<file path="src/rtl/alu_share_arb_if.sv">
// alu_share_arb_if: shared-ALU arbiter bus (requesters, ALU drive, response slot, perf counter)
package alu_share_arb_pkg;
  typedef enum logic [2:0] {
    ALU_ADD, ALU_SUB, ALU_AND, ALU_OR, ALU_XOR, ALU_SLL, ALU_SRL, ALU_SLT
  } alu_op_t;
endpackage

interface alu_share_arb_if
  import alu_share_arb_pkg::*;
#(
  parameter int NREQ = 2,
  parameter int IDW  = $clog2(NREQ)
);
  logic [NREQ-1:0]       req_valid;
  logic [NREQ-1:0]       req_ready;
  logic [NREQ-1:0][31:0] req_a;
  logic [NREQ-1:0][31:0] req_b;
  alu_op_t [NREQ-1:0]    req_op;
  logic [31:0]           alu_a;
  logic [31:0]           alu_b;
  alu_op_t               alu_op;
  logic [31:0]           alu_res;
  logic                  rsp_valid;
  logic                  rsp_ready;
  logic [31:0]           rsp_data;
  logic [IDW-1:0]        rsp_id;
  logic [15:0]           perf_ops;
  modport slave (
    input  req_valid, req_a, req_b, req_op, alu_res, rsp_ready,
    output req_ready, alu_a, alu_b, alu_op, rsp_valid, rsp_data, rsp_id, perf_ops
  );
  modport master (
    output req_valid, req_a, req_b, req_op, alu_res, rsp_ready,
    input  req_ready, alu_a, alu_b, alu_op, rsp_valid, rsp_data, rsp_id, perf_ops
  );
endinterface

</file>
<file path="src/rtl/alu_share_arb.sv">
// alu_share_arb: round-robin arbiter sharing one combinational ALU, one-deep tagged response slot
module alu_share_arb
  import alu_share_arb_pkg::*;
#(
  parameter int NREQ = 2,
  parameter int IDW  = $clog2(NREQ)
) (
  input logic           clk,
  input logic           rst,
  alu_share_arb_if.slave bus
);
  logic [IDW-1:0] last_grant;
  logic [IDW-1:0] winner;
  logic [IDW-1:0] idx;
  logic           found;
  logic           slot_free;
  logic           grant;
  // Scan starts just after the previous winner so every requester gets a turn
  always_comb begin
    winner = last_grant;
    idx    = last_grant;
    found  = 1'b0;
    for (int k = 1; k <= NREQ; k++) begin
      idx = IDW'((int'(last_grant) + k) % NREQ);
      if (!found && bus.req_valid[idx]) begin
        winner = idx;
        found  = 1'b1;
      end
    end
  end
  assign slot_free     = !bus.rsp_valid || bus.rsp_ready;
  assign grant         = slot_free && |bus.req_valid;
  assign bus.req_ready = grant ? NREQ'(1) << winner : '0;
  assign bus.alu_a     = grant ? bus.req_a[winner] : '0;
  assign bus.alu_b     = grant ? bus.req_b[winner] : '0;
  assign bus.alu_op    = grant ? bus.req_op[winner] : alu_op_t'(0);
  always_ff @(posedge clk or posedge rst) begin
    if (rst) begin
      bus.rsp_valid <= 1'b0;
      bus.rsp_data  <= '0;
      bus.rsp_id    <= '0;
      bus.perf_ops  <= '0;
      last_grant    <= IDW'(NREQ - 1);
    end else if (grant) begin
      bus.rsp_valid <= 1'b1;
      bus.rsp_data  <= bus.alu_res;
      bus.rsp_id    <= winner;
      bus.perf_ops  <= bus.perf_ops + 16'(bus.perf_ops != 16'hFFFF);
      last_grant    <= winner;
    end else if (bus.rsp_ready) begin
      bus.rsp_valid <= 1'b0;
    end
  end
endmodule
</file>
<file path="src/flat_wrapper.sv">
// flat-port wrapper written by rule: the top's interface ports become plain ports
module alu_share_arb_flat import alu_share_arb_pkg::*;
#(
  parameter int NREQ = 2,
  parameter int IDW  = $clog2(NREQ)
)
  (clk, rst, bus_req_valid, bus_req_a, bus_req_b, bus_req_op, bus_alu_res, bus_rsp_ready, bus_req_ready, bus_alu_a, bus_alu_b, bus_alu_op, bus_rsp_valid, bus_rsp_data, bus_rsp_id, bus_perf_ops);
  alu_share_arb_if #(.NREQ(NREQ), .IDW(IDW)) bus_i ();
  input logic clk;
  input logic rst;
  input wire logic [$bits(bus_i.req_valid)-1:0] bus_req_valid;
  input wire logic [$bits(bus_i.req_a)-1:0] bus_req_a;
  input wire logic [$bits(bus_i.req_b)-1:0] bus_req_b;
  input wire logic [$bits(bus_i.req_op)-1:0] bus_req_op;
  input wire logic [$bits(bus_i.alu_res)-1:0] bus_alu_res;
  input wire logic [$bits(bus_i.rsp_ready)-1:0] bus_rsp_ready;
  output wire logic [$bits(bus_i.req_ready)-1:0] bus_req_ready;
  output wire logic [$bits(bus_i.alu_a)-1:0] bus_alu_a;
  output wire logic [$bits(bus_i.alu_b)-1:0] bus_alu_b;
  output wire logic [$bits(bus_i.alu_op)-1:0] bus_alu_op;
  output wire logic [$bits(bus_i.rsp_valid)-1:0] bus_rsp_valid;
  output wire logic [$bits(bus_i.rsp_data)-1:0] bus_rsp_data;
  output wire logic [$bits(bus_i.rsp_id)-1:0] bus_rsp_id;
  output wire logic [$bits(bus_i.perf_ops)-1:0] bus_perf_ops;
  assign bus_i.req_valid = bus_req_valid;
  assign bus_i.req_a = bus_req_a;
  assign bus_i.req_b = bus_req_b;
  assign bus_i.req_op = bus_req_op;
  assign bus_i.alu_res = bus_alu_res;
  assign bus_i.rsp_ready = bus_rsp_ready;
  assign bus_req_ready = bus_i.req_ready;
  assign bus_alu_a = bus_i.alu_a;
  assign bus_alu_b = bus_i.alu_b;
  assign bus_alu_op = bus_i.alu_op;
  assign bus_rsp_valid = bus_i.rsp_valid;
  assign bus_rsp_data = bus_i.rsp_data;
  assign bus_rsp_id = bus_i.rsp_id;
  assign bus_perf_ops = bus_i.perf_ops;
  alu_share_arb #(.NREQ(NREQ), .IDW(IDW)) u_core (.clk(clk), .rst(rst), .bus(bus_i));
endmodule
</file>
<file path="config.mk">
export PLATFORM = sky130hd
export DESIGN_NAME = alu_share_arb_flat
export DESIGN_NICKNAME = d
export VERILOG_FILES = /design/src/rtl/alu_share_arb_if.sv /design/src/rtl/alu_share_arb.sv /design/src/flat_wrapper.sv
export SDC_FILE = /design/constraint.sdc
export NUM_CORES = 1
export LEC_CHECK = 0
export ABC_AREA = 1
export ABC_CLOCK_PERIOD_IN_PS = 4800
export BUFFER_PORTS_ARGS = -buffer_cell sky130_fd_sc_hd__buf_2
export CORE_AREA = 2 2 114 116
export CTS_BUF_LIST = sky130_fd_sc_hd__clkbuf_4 sky130_fd_sc_hd__clkbuf_8
export CTS_CLUSTER_DIAMETER = 150
export CTS_CLUSTER_SIZE = 20
export DETAILED_ROUTE_END_ITERATION = 12
export DIE_AREA = 0 0 116 118
export GPL_TIMING_DRIVEN = 0
export PLACE_DENSITY_LB_ADDON = 0.1
export SYNTH_ARGS = -nofsm -noshare
export SYNTH_HDL_FRONTEND = slang
export SYNTH_SLANG_ARGS = --single-unit
</file>
<file path="constraint.sdc">
create_clock -name clk -period 4.8 [get_ports clk]
set_input_delay 0.96 -clock clk [delete_from_list [all_inputs] [get_ports clk]]
set_output_delay 0.96 -clock clk [all_outputs]
set_load 0.1 [all_outputs]
</file>
# Word level (Yosys, flattened, before mapping)
# Index checks and enable logic that the tools add are counted.
[totals]
regBits = 51
out_inout_bits = 119
word_cells = 39
[op_classes]
add_sub_neg = 3
order_cmp = 3
eq_ne = 1
n_shift = 1
n_mux = 19
reduce_logical = 7
[op_table]
columns = ["operator", "count"]
rows = [
  ["$mux 32", 6],
  ["$add 16x1->16", 1],
  ["$ne 16x16->1 const B", 1],
  ["$mux 1", 9],
  ["$mux 3", 3],
  ["$lt 1x2->1 const B", 3],
  ["$add 1x1->1 const B", 2],
  ["$logic_and 1x1->1", 2],
  ["$logic_not 1->1", 2],
  ["$mux 2", 1],
  ["$reduce_bool 2->1", 1],
  ["$reduce_or 2->1", 1],
  ["$shl 1x1->2 const A", 1],
  ["$logic_or 1x1->1", 1],
]

# Logic depth before layout (Yosys ltp)
# Gate-level depths: netlist of run 1.
[logic_depth]
word_depth = 10
depth_mapped = 14
ltp_nobuf = 14

# Worst setup path after synthesis of run 1
# No wires, ideal clock.
[synth_path]
kind = "input port to output port"
startpoint = "input bus_rsp_ready"
endpoint = "output bus_alu_a[22]"
arrival_time_ns = 2.645
required_time_ns = 3.840
slack_ns = 1.195
cell_stages = 9
n_path_buf = 1
path_cell_list = "inv_1 > nand2_2 > nand2_4 > inv_4 > nand2_4 > inv_4 > buf_2 > nand2_1 > nand2_1"
[synth_between]
elab_chain_len = 3
[synth_lines]
columns = ["item", "line_no", "text"]
rows = [
  ["from (decl)", "flat_wrapper.sv:16", "input wire logic [$bits(bus_i.rsp_ready)-1:0] bus_rsp_ready;"],
  ["$logic_or 1x1->1", "alu_share_arb.sv:31", "assign slot_free = !bus.rsp_valid || bus.rsp_ready;"],
  ["$logic_and 1x1->1", "alu_share_arb.sv:32", "assign grant = slot_free && |bus.req_valid;"],
  ["$mux 32", "alu_share_arb.sv:34", "assign bus.alu_a = grant ? bus.req_a[winner] : '0;"],
  ["to (decl)", "flat_wrapper.sv:18", "output wire logic [$bits(bus_i.alu_a)-1:0] bus_alu_a;"],
]
# Every way passes these cells.

# Worst setup path in the final report of run 1
[layout_path]
startpoint = "input bus_req_valid[0]"
endpoint = "output bus_alu_b[21]"
[layout_between]
elab_chain_len = 9
elab_cells_between_ends = 14
cone_classes = "mux (10); reduce/logical (4)"
[layout_lines]
columns = ["item", "line_no", "text"]
rows = [
  ["from (decl)", "flat_wrapper.sv:11", "input wire logic [$bits(bus_i.req_valid)-1:0] bus_req_valid;"],
  ["$mux 1 (not written as such) (2 in a row)", "alu_share_arb.sv:25", "if (!found && bus.req_valid[idx]) begin"],
  ["$mux 1", "alu_share_arb.sv:25", ""],
  ["$logic_not 1->1", "alu_share_arb.sv:25", ""],
  ["$logic_and 1x1->1", "alu_share_arb.sv:25", ""],
  ["$mux 1", "alu_share_arb.sv:25", ""],
  ["$mux 32 (not written as such) (2 in a row)", "alu_share_arb.sv:35", "assign bus.alu_b = grant ? bus.req_b[winner] : '0;"],
  ["$mux 32 (*)", "alu_share_arb.sv:35", ""],
  ["to (decl)", "flat_wrapper.sv:19", "output wire logic [$bits(bus_i.alu_b)-1:0] bus_alu_b;"],
]
# Every way passes the cells marked *; elsewhere a longest branch is shown, timed or not. The select of a mux whose other input is x is not followed.

==> flow_summary_export.csv, run 1 <==
group,metric,value,unit
finish,layout_commonest_cell,"nand2_1",
drt,wire_per_inst,13.8,µm
timing,finClkSkew,0.00721,ns
drt,routed.top_layer,"met5",
power_and_ir_drop,switching_share,0.665,
worst_setup_path,worstPathRequired,3.84,ns
placed_design,dp_hpwl,11000,µm
floorplanning,die_y,118,µm
cts,clk_pin_slew,0.09,ns
timing,rsz0062_at_grt,"no",
worst_setup_path,critical_path.max_fanout,10,
drt,wl_met2,6390,µm
finish,final_area,0.00489,mm²
power_and_ir_drop,p_switching,1.76,mW
power_and_ir_drop,power_density,540,mW/mm²
timing,hold_viol_final,0,
floorplanning,die_w,116,µm
worst_setup_path,reg2reg_to,"u_core.bus.perf_ops[6]",
worst_setup_path,start_kind,"input pin",
placed_design,gp_congestion,0.892,
placed_design,portBuffers,289,
cts,root_buffer,"clkbuf_8",
placed_design,dpl-instance-area,0.00480,mm²
power_and_ir_drop,vdd_drop_max,0.000240,V
synthesis,synth_fp_nets,661,
timing,finalCritPeriodShare,0.724,
global_route,antenna_found_initial,1,
synthesis,syn_inst,487,
cts,cts_max_level,2,
worst_setup_path,r2r_start,"u_core.bus.perf_ops[7]",
synthesis,syn_area,0.00312,mm²
floorplanning,initial_core_util,0.251,
worst_setup_path,endpoint,"bus_alu_b[21]",
drt,routed_wl,13200,µm
timing,finalWorstSetupSlack,1.32,ns
drt,postRouteAntennaNets,0,
synthesis,synth_cell_types,24,
timing,fin_crit,3.48,ns
timing,finalSetupTns,0,ns
floorplanning,rows,41,
global_route,grt_pass1_wl,19500,µm
synthesis,ys_seq_elements,51,
floorplanning,ios,290,
timing,tightest_slew,0.564,ns
drt,vias,4021,
power_and_ir_drop,p_clk_frac,0.097,
worst_setup_path,rrSetupSlack,2.78,ns
global_route,grt_usage,0.181,
cts,clock_sinks,51,
worst_hold_path,hold_path.class,"flip-flop to flip-flop",
drt,drt_pre_antenna_iters,5,
cts,cts_resized,0,
power_and_ir_drop,share_comb_of_total_power,0.689,
worst_setup_path,cp.arrival,2.52,ns
cts,cts_setup_buffers,0,
floorplanning,core,0.0124,mm²
worst_setup_path,worstSetupPathType,"input pin to output pin",
power_and_ir_drop,internal-power,0.886,mW
drt,drt-met1-wl,5420,µm
worst_setup_path,critPathCaptureType,"output pin",
timing,setup_viol,0,
cts,cts_hold_buffers,0,
drt,vias_per_cell,4.20,
floorplanning,dieArea,0.0137,mm²
finish,insertedDiodeCount,0,
cts,clkLatencyLatePin,0.30,ns
synthesis,synth_warnings,0,
drt,met3_length,1220,µm
status,status,"completed",
global_route,grt_max_degree,28,
drt,route.detailed.drc,0,
cts,cts_buffer_depth,2,
finish,post-route-util,0.394,
synthesis,yosysSeqAreaShare,0.409,
finish,syn_to_final_growth,56.7,%
cts,tritoncts,"done",
worst_setup_path,reg2reg_depth,8,
finish,layout.nets,958,
timing,maxSlewViolCount,0,
placed_design,dp_slack,1.34,ns
global_route,gr-total-overflow,0,
global_route,grt_pass1_vias,3736,
worst_setup_path,cp-startpoint,"bus_req_valid[0]",
drt,drtIter0Drc,177,
timing,clock.fmax,288,MHz
power_and_ir_drop,p_leak,3.13,nW
finish,layout-drive-gt1-share,0.427,
finish,layout_common_cells,"nand2_1, buf_2, dfrtp_1",
power_and_ir_drop,sequentialPowerShare,0.214,
timing,maxSlewHeadroom,0.623,
job,cap_violations,0,
synthesis,syn-mean-instance-area,6.41,µm²
cts,numCtsBuffers,5,
==> stage by stage <==
stage | hold WS (ns) | total power [mW] | instances
6_report | 0.483 | 2.64 | 957
5_1_grt | 0.508 | 2.76 | 957
4_1_cts | 0.487 | 2.66 | 957
3_5_place_dp | 0.459 | 2.40 | 949
3_3_place_gp | 0.458 | 2.40 | 948
2_1_floorplan | 0.463 | 2.06 | 487
==> state kept, by name, summed over array words and instances (netlist names) <==
| register | count |
|---|---|
| u_core.bus.rsp_valid | 1 |
| u_core.bus.rsp_id | 1 |
| u_core.bus.rsp_data | 32 |
| u_core.bus.perf_ops | 16 |
| u_core.last_grant | 1 |
==> cell usage after synthesis <==
cell | instances | share of area
nor3_1 | 2 | 0.0032
nand2_2 | 12 | 0.024
ha_1 | 3 | 0.012
xnor2_1 | 2 | 0.0056
o21ai_0 | 2 | 0.0032
nand2_1 | 342 | 0.41
dfrtp_1 | 50 | 0.40
buf_2 | 10 | 0.016
xor2_1 | 3 | 0.0084
nand3_1 | 7 | 0.011
buf_8 | 1 | 0.0048
inv_2 | 1 | 0.0012
inv_4 | 2 | 0.0040
o21ai_2 | 1 | 0.0028
nand2_4 | 2 | 0.0072
buf_6 | 2 | 0.0072
nand4_1 | 4 | 0.0080
nor2_1 | 15 | 0.018
buf_4 | 3 | 0.0072
inv_1 | 11 | 0.013
nor2_4 | 1 | 0.0036
nand3b_1 | 5 | 0.012
dfstp_2 | 1 | 0.0084
clkbuf_1 | 5 | 0.0060
==> kinds of logic after synthesis <==
| logic type | synth area share |
|---|---|
| AND/OR/NAND/NOR | 0.499 |
| AO/OA/AOI/OAI | 0.00602 |
| buffers and inverters | 0.0597 |
| adder cells (fa/ha/maj) | 0.0120 |
| XOR/XNOR | 0.0140 |
| flip-flops | 0.409 |
==> worst max-delay path, cell delays in order <==
cell      delay, ns
buf_2          0.08
inv_1          0.05
nand2_2        0.10
nand2_4        0.09
nor2_4         0.18
clkbuf_1       0.39
nand2_1        0.14
nand2_1        0.10
buf_2          0.42
==> layer usage <==
metal  track usage  up-vias
met5             0        -
met3        0.0422       16
li1              -     2055
met2         0.313      187
met1         0.228     1761
met4        0.0409        2
==> power groups by stage <==
| stage | clock network [mW] | logic (mW) | registers (mW) |
|---|---|---|---|
| final | 0.255 | 1.82 | 0.566 |
| after CTS | 0.266 | 1.83 | 0.567 |
| after global routing | 0.280 | 1.90 | 0.579 |
| after global placement | 0 | 1.82 | 0.574 |
| after detailed placement | 0 | 1.83 | 0.573 |
| after floorplan | 0 | 1.00 | 1.05 |
==> area by class of cell <==
type / instances / area (µm²)
Clock inverter: 1 / 5.00
Tap cell: 172 / 215
Buffer: 21 / 129
Clock buffer: 7 / 83.8
Sequential cell: 51 / 1280
Inverter: 14 / 57.6
Multi-Input combinational cell: 401 / 1660
Timing Repair Buffer: 290 / 1470
Fill cell: 1375 / 7520
==> worst min-delay path by stage <==
| stage | cells past startpoint | startpoint | end |
|---|---|---|---|
| finish | 2 | u_core.bus.rsp_data[3] | u_core.bus.rsp_data[3] |
| global route | 2 | u_core.bus.rsp_data[24] | u_core.bus.rsp_data[24] |
| CTS | 2 | u_core.bus.rsp_data[15] | u_core.bus.rsp_data[15] |
| detailed placement | 2 | u_core.bus.rsp_data[9] | u_core.bus.rsp_data[9] |
| global placement | 2 | u_core.bus.rsp_data[13] | u_core.bus.rsp_data[13] |
| floorplan | 2 | u_core.last_grant | u_core.last_grant |
Power figures use the tool's default switching activity.
==> inputs of run 2 (changes only) <==
- ABC_CLOCK_PERIOD_IN_PS: 4800 -> 3020
- CORE_AREA: 2 2 114 116 -> 2 2 113 115
- DIE_AREA: 0 0 116 118 -> 0 0 115 117
- clock period: 4.8 -> 3.02 ns (I/O delays scaled with it)
==> run 2 against run 1 <==
Against the previous run:
- final area up 0.64%
- routed wire length down 4.9%
- worst setup slack worse by 1.1 ns
- clock power up 96%
- worst hold slack worse by 0.26 ns
- largest cell class unchanged
- largest power group unchanged
==> flow_summary_export.csv, run 2 (synthesis gave the netlist of run 1 again) <==
group,metric,value,unit
finish,largest_reg_flops,32,
worst_setup_path,path_buf_inv,2,
floorplanning,rows,41,
finish,largestRegisters,"u_core.bus.rsp_data x32, u_core.bus.perf_ops x16",
cts,cts_setup_buffers,0,
finish,layout_common_cells,"nand2_1, buf_2, dfrtp_1",
global_route,grt_usage,0.169,
timing,finalCritPeriodShare,0.913,
drt,route.detailed.drc,0,
timing,maxSlewHeadroom,0.639,
finish,layout.nets,958,
global_route,gr-total-overflow,0,
cts,clock_sinks,51,
timing,rsz0062_at_grt,"no",
finish,largest-register,"u_core.bus.rsp_data",
cts,clk_pin_slew,0.10,ns
timing,clock.fmax,363,MHz
global_route,antenna_found_initial,2,
cts,cts_max_level,2,
timing,maxSlewViolCount,0,
worst_setup_path,worstSetupPathType,"flip-flop to output pin",
drt,drt_pre_antenna_iters,4,
timing,hold_viol_final,0,
drt,vias,3982,
floorplanning,die_w,115,µm
cts,tritoncts,"done",
cts,cts_resized,0,
worst_hold_path,hold_path.class,"input pin to async pin",
worst_setup_path,start_kind,"flip-flop",
cts,cts_hold_buffers,0,
worst_setup_path,crit_path_frequent_cell,"nand2_1",
placed_design,portBuffers,289,
drt,postRouteAntennaNets,0,
worst_setup_path,worstPathRequired,2.42,ns
timing,finClkSkew,0.00645,ns
drt,wire_per_inst,13.4,µm
worst_setup_path,cpPeakStageDelay,0.56,ns
worst_setup_path,crit_chain,"o21ai_2 -> nor2_4 -> clkbuf_1 -> nand2_1 -> nand2_1 -> buf_2",
worst_setup_path,cp_slowest_cell,"dfstp_2",
cts,numCtsBuffers,5,
finish,fillers,1367,
worst_setup_path,critPathCaptureType,"output pin",
floorplanning,die_y,117,µm
cts,cts_buffer_depth,2,
finish,layout-drive-gt1-share,0.438,
cts,clkLatencyLatePin,0.30,ns
cts,root_buffer,"clkbuf_8",
finish,syn_to_final_growth,57.7,%
job,cap_violations,0,
worst_setup_path,cp.arrival,2.15,ns
floorplanning,core,0.0123,mm²
timing,setup_viol,0,
drt,routed_wl,12600,µm
status,status,"completed",
global_route,grt_pass1_wl,17700,µm
timing,whs,0.219,ns
global_route,grt_max_degree,42,
placed_design,gp_congestion,0.839,
timing,tightest_slew,0.545,ns
power_and_ir_drop,power_density,872,mW/mm²
finish,post-route-util,0.400,
worst_setup_path,critical_path.max_fanout,10,
drt,vias_per_cell,4.25,
floorplanning,dieArea,0.0135,mm²
power_and_ir_drop,vdd_drop_max,0.000336,V
worst_setup_path,crit_family,"buffers and inverters",
global_route,grt_pass1_vias,3448,
drt,drtIter0Drc,175,
floorplanning,initial_core_util,0.253,
timing,finalSetupTns,0,ns
finish,layout_commonest_cell,"nand2_1",
placed_design,dp_hpwl,10500,µm
floorplanning,ios,290,
timing,fin_crit,2.76,ns
power_and_ir_drop,p_leak,3.14,nW
run 2: cell count changes in the layout (fill, tap and decap cells not counted), sizes merged:
cell and delta:
bufinv +1, clkbuf -1, diode +3
run 2: cell type report:
type / instances / area (µm²) / share of cell area
multi-input cells: 401 / 1680 / 0.341
repair buffers: 290 / 1470 / 0.298
flip-flops and latches: 51 / 1280 / 0.260
well taps: 150 / 188 / 0.0381
plain buffers: 21 / 129 / 0.0262
clock buffers: 6 / 82.6 / 0.0168
inverters: 14 / 57.6 / 0.0117
clock inverters: 2 / 35.0 / 0.00712
diodes: 3 / 7.51 / 0.00153
run 2: stage by stage:
step           cells  total power [mW]  worst slack (ns)  cell area [µm²]
2_1_floorplan    487              3.28            0.0774             3140
3_3_place_gp     926              3.81             0.300             4780
3_5_place_dp     927              3.82             0.268             4800
4_1_cts          935              4.33             0.239             4910
5_1_grt          935              4.49             0.121             4910
6_report         938              4.29             0.262             4920
run 2: layer usage:
metal	wire length, µm	global-route usage	vias to the layer above
li1	-	-	2058
met1	5350	0.222	1741
met2	6060	0.282	174
met4	106	0.0321	0
met3	1080	0.0448	9
met5	0	0	-
run 2: power breakdown:
group	leakage, nW	internal, mW	switching [mW]
logic	2.44	0.436	2.45
registers	0.635	0.795	0.111
clock network	0.0612	0.269	0.230
total	3.14	1.50	2.79
run 2: final timing paths:
check	start	end	slack, ns	cells after the start
min in group clk	u_core.bus.rsp_data[17]	u_core.bus.rsp_data[17]	0.48	2
min	rst	u_core.bus.rsp_data[3]	0.22	2
min reg2reg	u_core.bus.rsp_data[17]	u_core.bus.rsp_data[17]	0.48	2
max in group asynchronous	rst	u_core.last_grant	2.23	3
max	u_core.last_grant	bus_alu_b[15]	0.26	6
max reg2reg	u_core.bus.perf_ops[8]	u_core.bus.perf_ops[6]	1.02	8
==> inputs of run 3 (changes only) <==
- ABC_CLOCK_PERIOD_IN_PS: 3020 -> 2600
- BUFFER_PORTS_ARGS: -buffer_cell sky130_fd_sc_hd__buf_2 -> unset
- CORE_AREA: 2 2 113 115 -> 2 2 114 116
- DIE_AREA: 0 0 115 117 -> 0 0 116 118
- DONT_BUFFER_PORTS: unset -> 1
- clock period: 3.02 -> 2.6 ns (I/O delays scaled with it)
==> run 3 against run 2 <==
Against the previous run:
- power up 21%
- count of clock-buffer cells in the layout fell by 1
- combinational power fell by 7%
- non-clock buffer count down 281
- worst setup slack got worse by 0.20 ns
- critical endpoint is now bus_alu_a[17]
- largest power group unchanged
==> flow_summary_export.csv, run 3 (synthesis gave the netlist of run 1 again) <==
group,metric,value,unit
floorplanning,die_y,118,µm
floorplanning,core,0.0124,mm²
timing,rsz0062_at_grt,"yes",
worst_setup_path,critPathCaptureType,"output pin",
drt,postRouteAntennaNets,0,
drt,vias,3233,
cts,clk_pin_slew,0.09,ns
finish,insertedDiodeCount,0,
cts,root_buffer,"clkbuf_8",
job,cap_violations,0,
finish,layout-drive-gt1-share,0.397,
timing,setup_viol,0,
timing,hold_viol_final,0,
placed_design,gp_congestion,0.779,
drt,drt_pre_antenna_iters,4,
global_route,antenna_found_initial,0,
timing,fin_crit,2.54,ns
worst_setup_path,worstSetupPathType,"flip-flop to output pin",
cts,cts_max_level,2,
cts,numCtsBuffers,5,
worst_setup_path,start_kind,"flip-flop",
finish,layout_common_cells,"nand2_1, nand2_2, nand2_8",
power_and_ir_drop,p_leak,2.21,nW
timing,maxSlewHeadroom,0.316,
finish,largest_reg_flops,32,
finish,layout.nets,677,
floorplanning,initial_core_util,0.251,
power_and_ir_drop,power_density,1040,mW/mm²
finish,fin_cells,676,
drt,wire_per_inst,19.1,µm
worst_setup_path,worstPathRequired,2.08,ns
status,status,"completed",
finish,layout_commonest_cell,"nand2_1",
timing,maxSlewViolCount,0,
timing,finalSetupTns,0,ns
drt,vias_per_cell,4.78,
global_route,grt_pass1_vias,3157,
global_route,grt_pass1_wl,17800,µm
timing,finalCritPeriodShare,0.976,
floorplanning,die_w,116,µm
global_route,grt_max_degree,39,
timing,whs,0.0404,ns
finish,fillers,1246,
drt,route.detailed.drc,0,
floorplanning,rows,41,
worst_setup_path,critical_path.max_fanout,6,
global_route,gr-total-overflow,0,
placed_design,portBuffers,0,
timing,clock.fmax,394,MHz
finish,syn_to_final_growth,60.3,%
cts,clkLatencyLatePin,0.32,ns
finish,multiInputGateArea,0.00294,mm²
finish,regArea,0.00130,mm²
worst_hold_path,hold_path.class,"input pin to async pin",
global_route,grt_usage,0.172,
cts,tritoncts,"done",
drt,drtIter0Drc,194,
timing,finClkSkew,0.00835,ns
cts,clock_sinks,51,
cts,cts_hold_buffers,0,
timing,tightest_slew,1.03,ns
placed_design,dp_hpwl,9410,µm
power_and_ir_drop,vdd_drop_max,0.000382,V
floorplanning,dieArea,0.0137,mm²
drt,routed_wl,12900,µm
worst_setup_path,cp.arrival,2.02,ns
finish,largest-register,"u_core.bus.rsp_data",
floorplanning,ios,290,
placed_design,placed_cells,660,
cts,cts_buffer_depth,2,
worst_setup_path,reg2reg_depth,8,
finish,largestRegisters,"u_core.bus.rsp_data x32, u_core.bus.perf_ops x16",
==> run 3: area by class of cell <==
cell class,count,share of cell area
Multi-Input combinational cell,401,0.587
Sequential cell,51,0.259
Buffer,21,0.0485
Tap cell,172,0.0430
Timing Repair Buffer,9,0.0315
Clock buffer,5,0.0138
Inverter,14,0.0130
Clock inverter,3,0.00375
==> run 3: final timing paths <==
| kind | start | endpoint | slack (ns) |
|---|---|---|---|
| max in group asynchronous | rst | u_core.last_grant | 1.99 |
| min in group clk | bus_alu_res[11] | u_core.bus.rsp_data[11] | 0.30 |
| worst min-delay path | rst | u_core.bus.perf_ops[9] | 0.04 |
| worst min register to register | u_core.last_grant | u_core.last_grant | 0.50 |
| worst max register to register | u_core.bus.perf_ops[0] | u_core.bus.perf_ops[6] | 0.15 |
| worst max-delay path | u_core.bus.rsp_valid | bus_alu_a[17] | 0.06 |
==> run 3: report_power, final <==
group | total [mW] | internal [mW] | switching [mW] | leakage, nW
combinational | 2.70 | 0.585 | 2.12 | 1.55
clock | 0.475 | 0.190 | 0.285 | 0.0483
sequential | 2.00 | 0.912 | 1.09 | 0.615
==> run 3: through the flow <==
stage	power, mW	instance area (µm²)	worst slack (ns)	util
2_1_floorplan	3.81	3150	0.0362	-
5_1_grt	5.38	5000	-0.0358	0.403
3_5_place_dp	4.04	3390	-0.253	0.273
3_3_place_gp	4.03	3370	-0.231	0.271
6_report	5.18	5000	0.0626	0.403
4_1_cts	4.89	4330	-0.0279	0.349
==> run 3: repair_timing <==
action                                  in CTS  in global routing
endpoints found under the setup margin      76                 73
pin swaps                                   22                 54
gates cloned                                 0                  3
buffers inserted                             3                  2
resized for setup                          188                124
==> run 3: routing by layer <==
| layer | vias up | wire [µm] | global-route usage |
|---|---|---|---|
| met2 | 192 | 6460 | 0.293 |
| met3 | 14 | 1160 | 0.0602 |
| met5 | - | 0 | 0 |
| met1 | 1532 | 5110 | 0.210 |
| met4 | 0 | 159 | 0.0313 |
| li1 | 1495 | - | - |
==> run 3: worst max-delay path, stage by stage, from the launching register on <==
cell and delay [ns]:
dfrtp_4 0.64, nand2_4 0.16, nand2_8 0.08, nor2_4 0.13
buf_12 0.13, buf_12 0.13, clkbuf_16 0.15, nand2_2 0.08
nand2_8 0.18
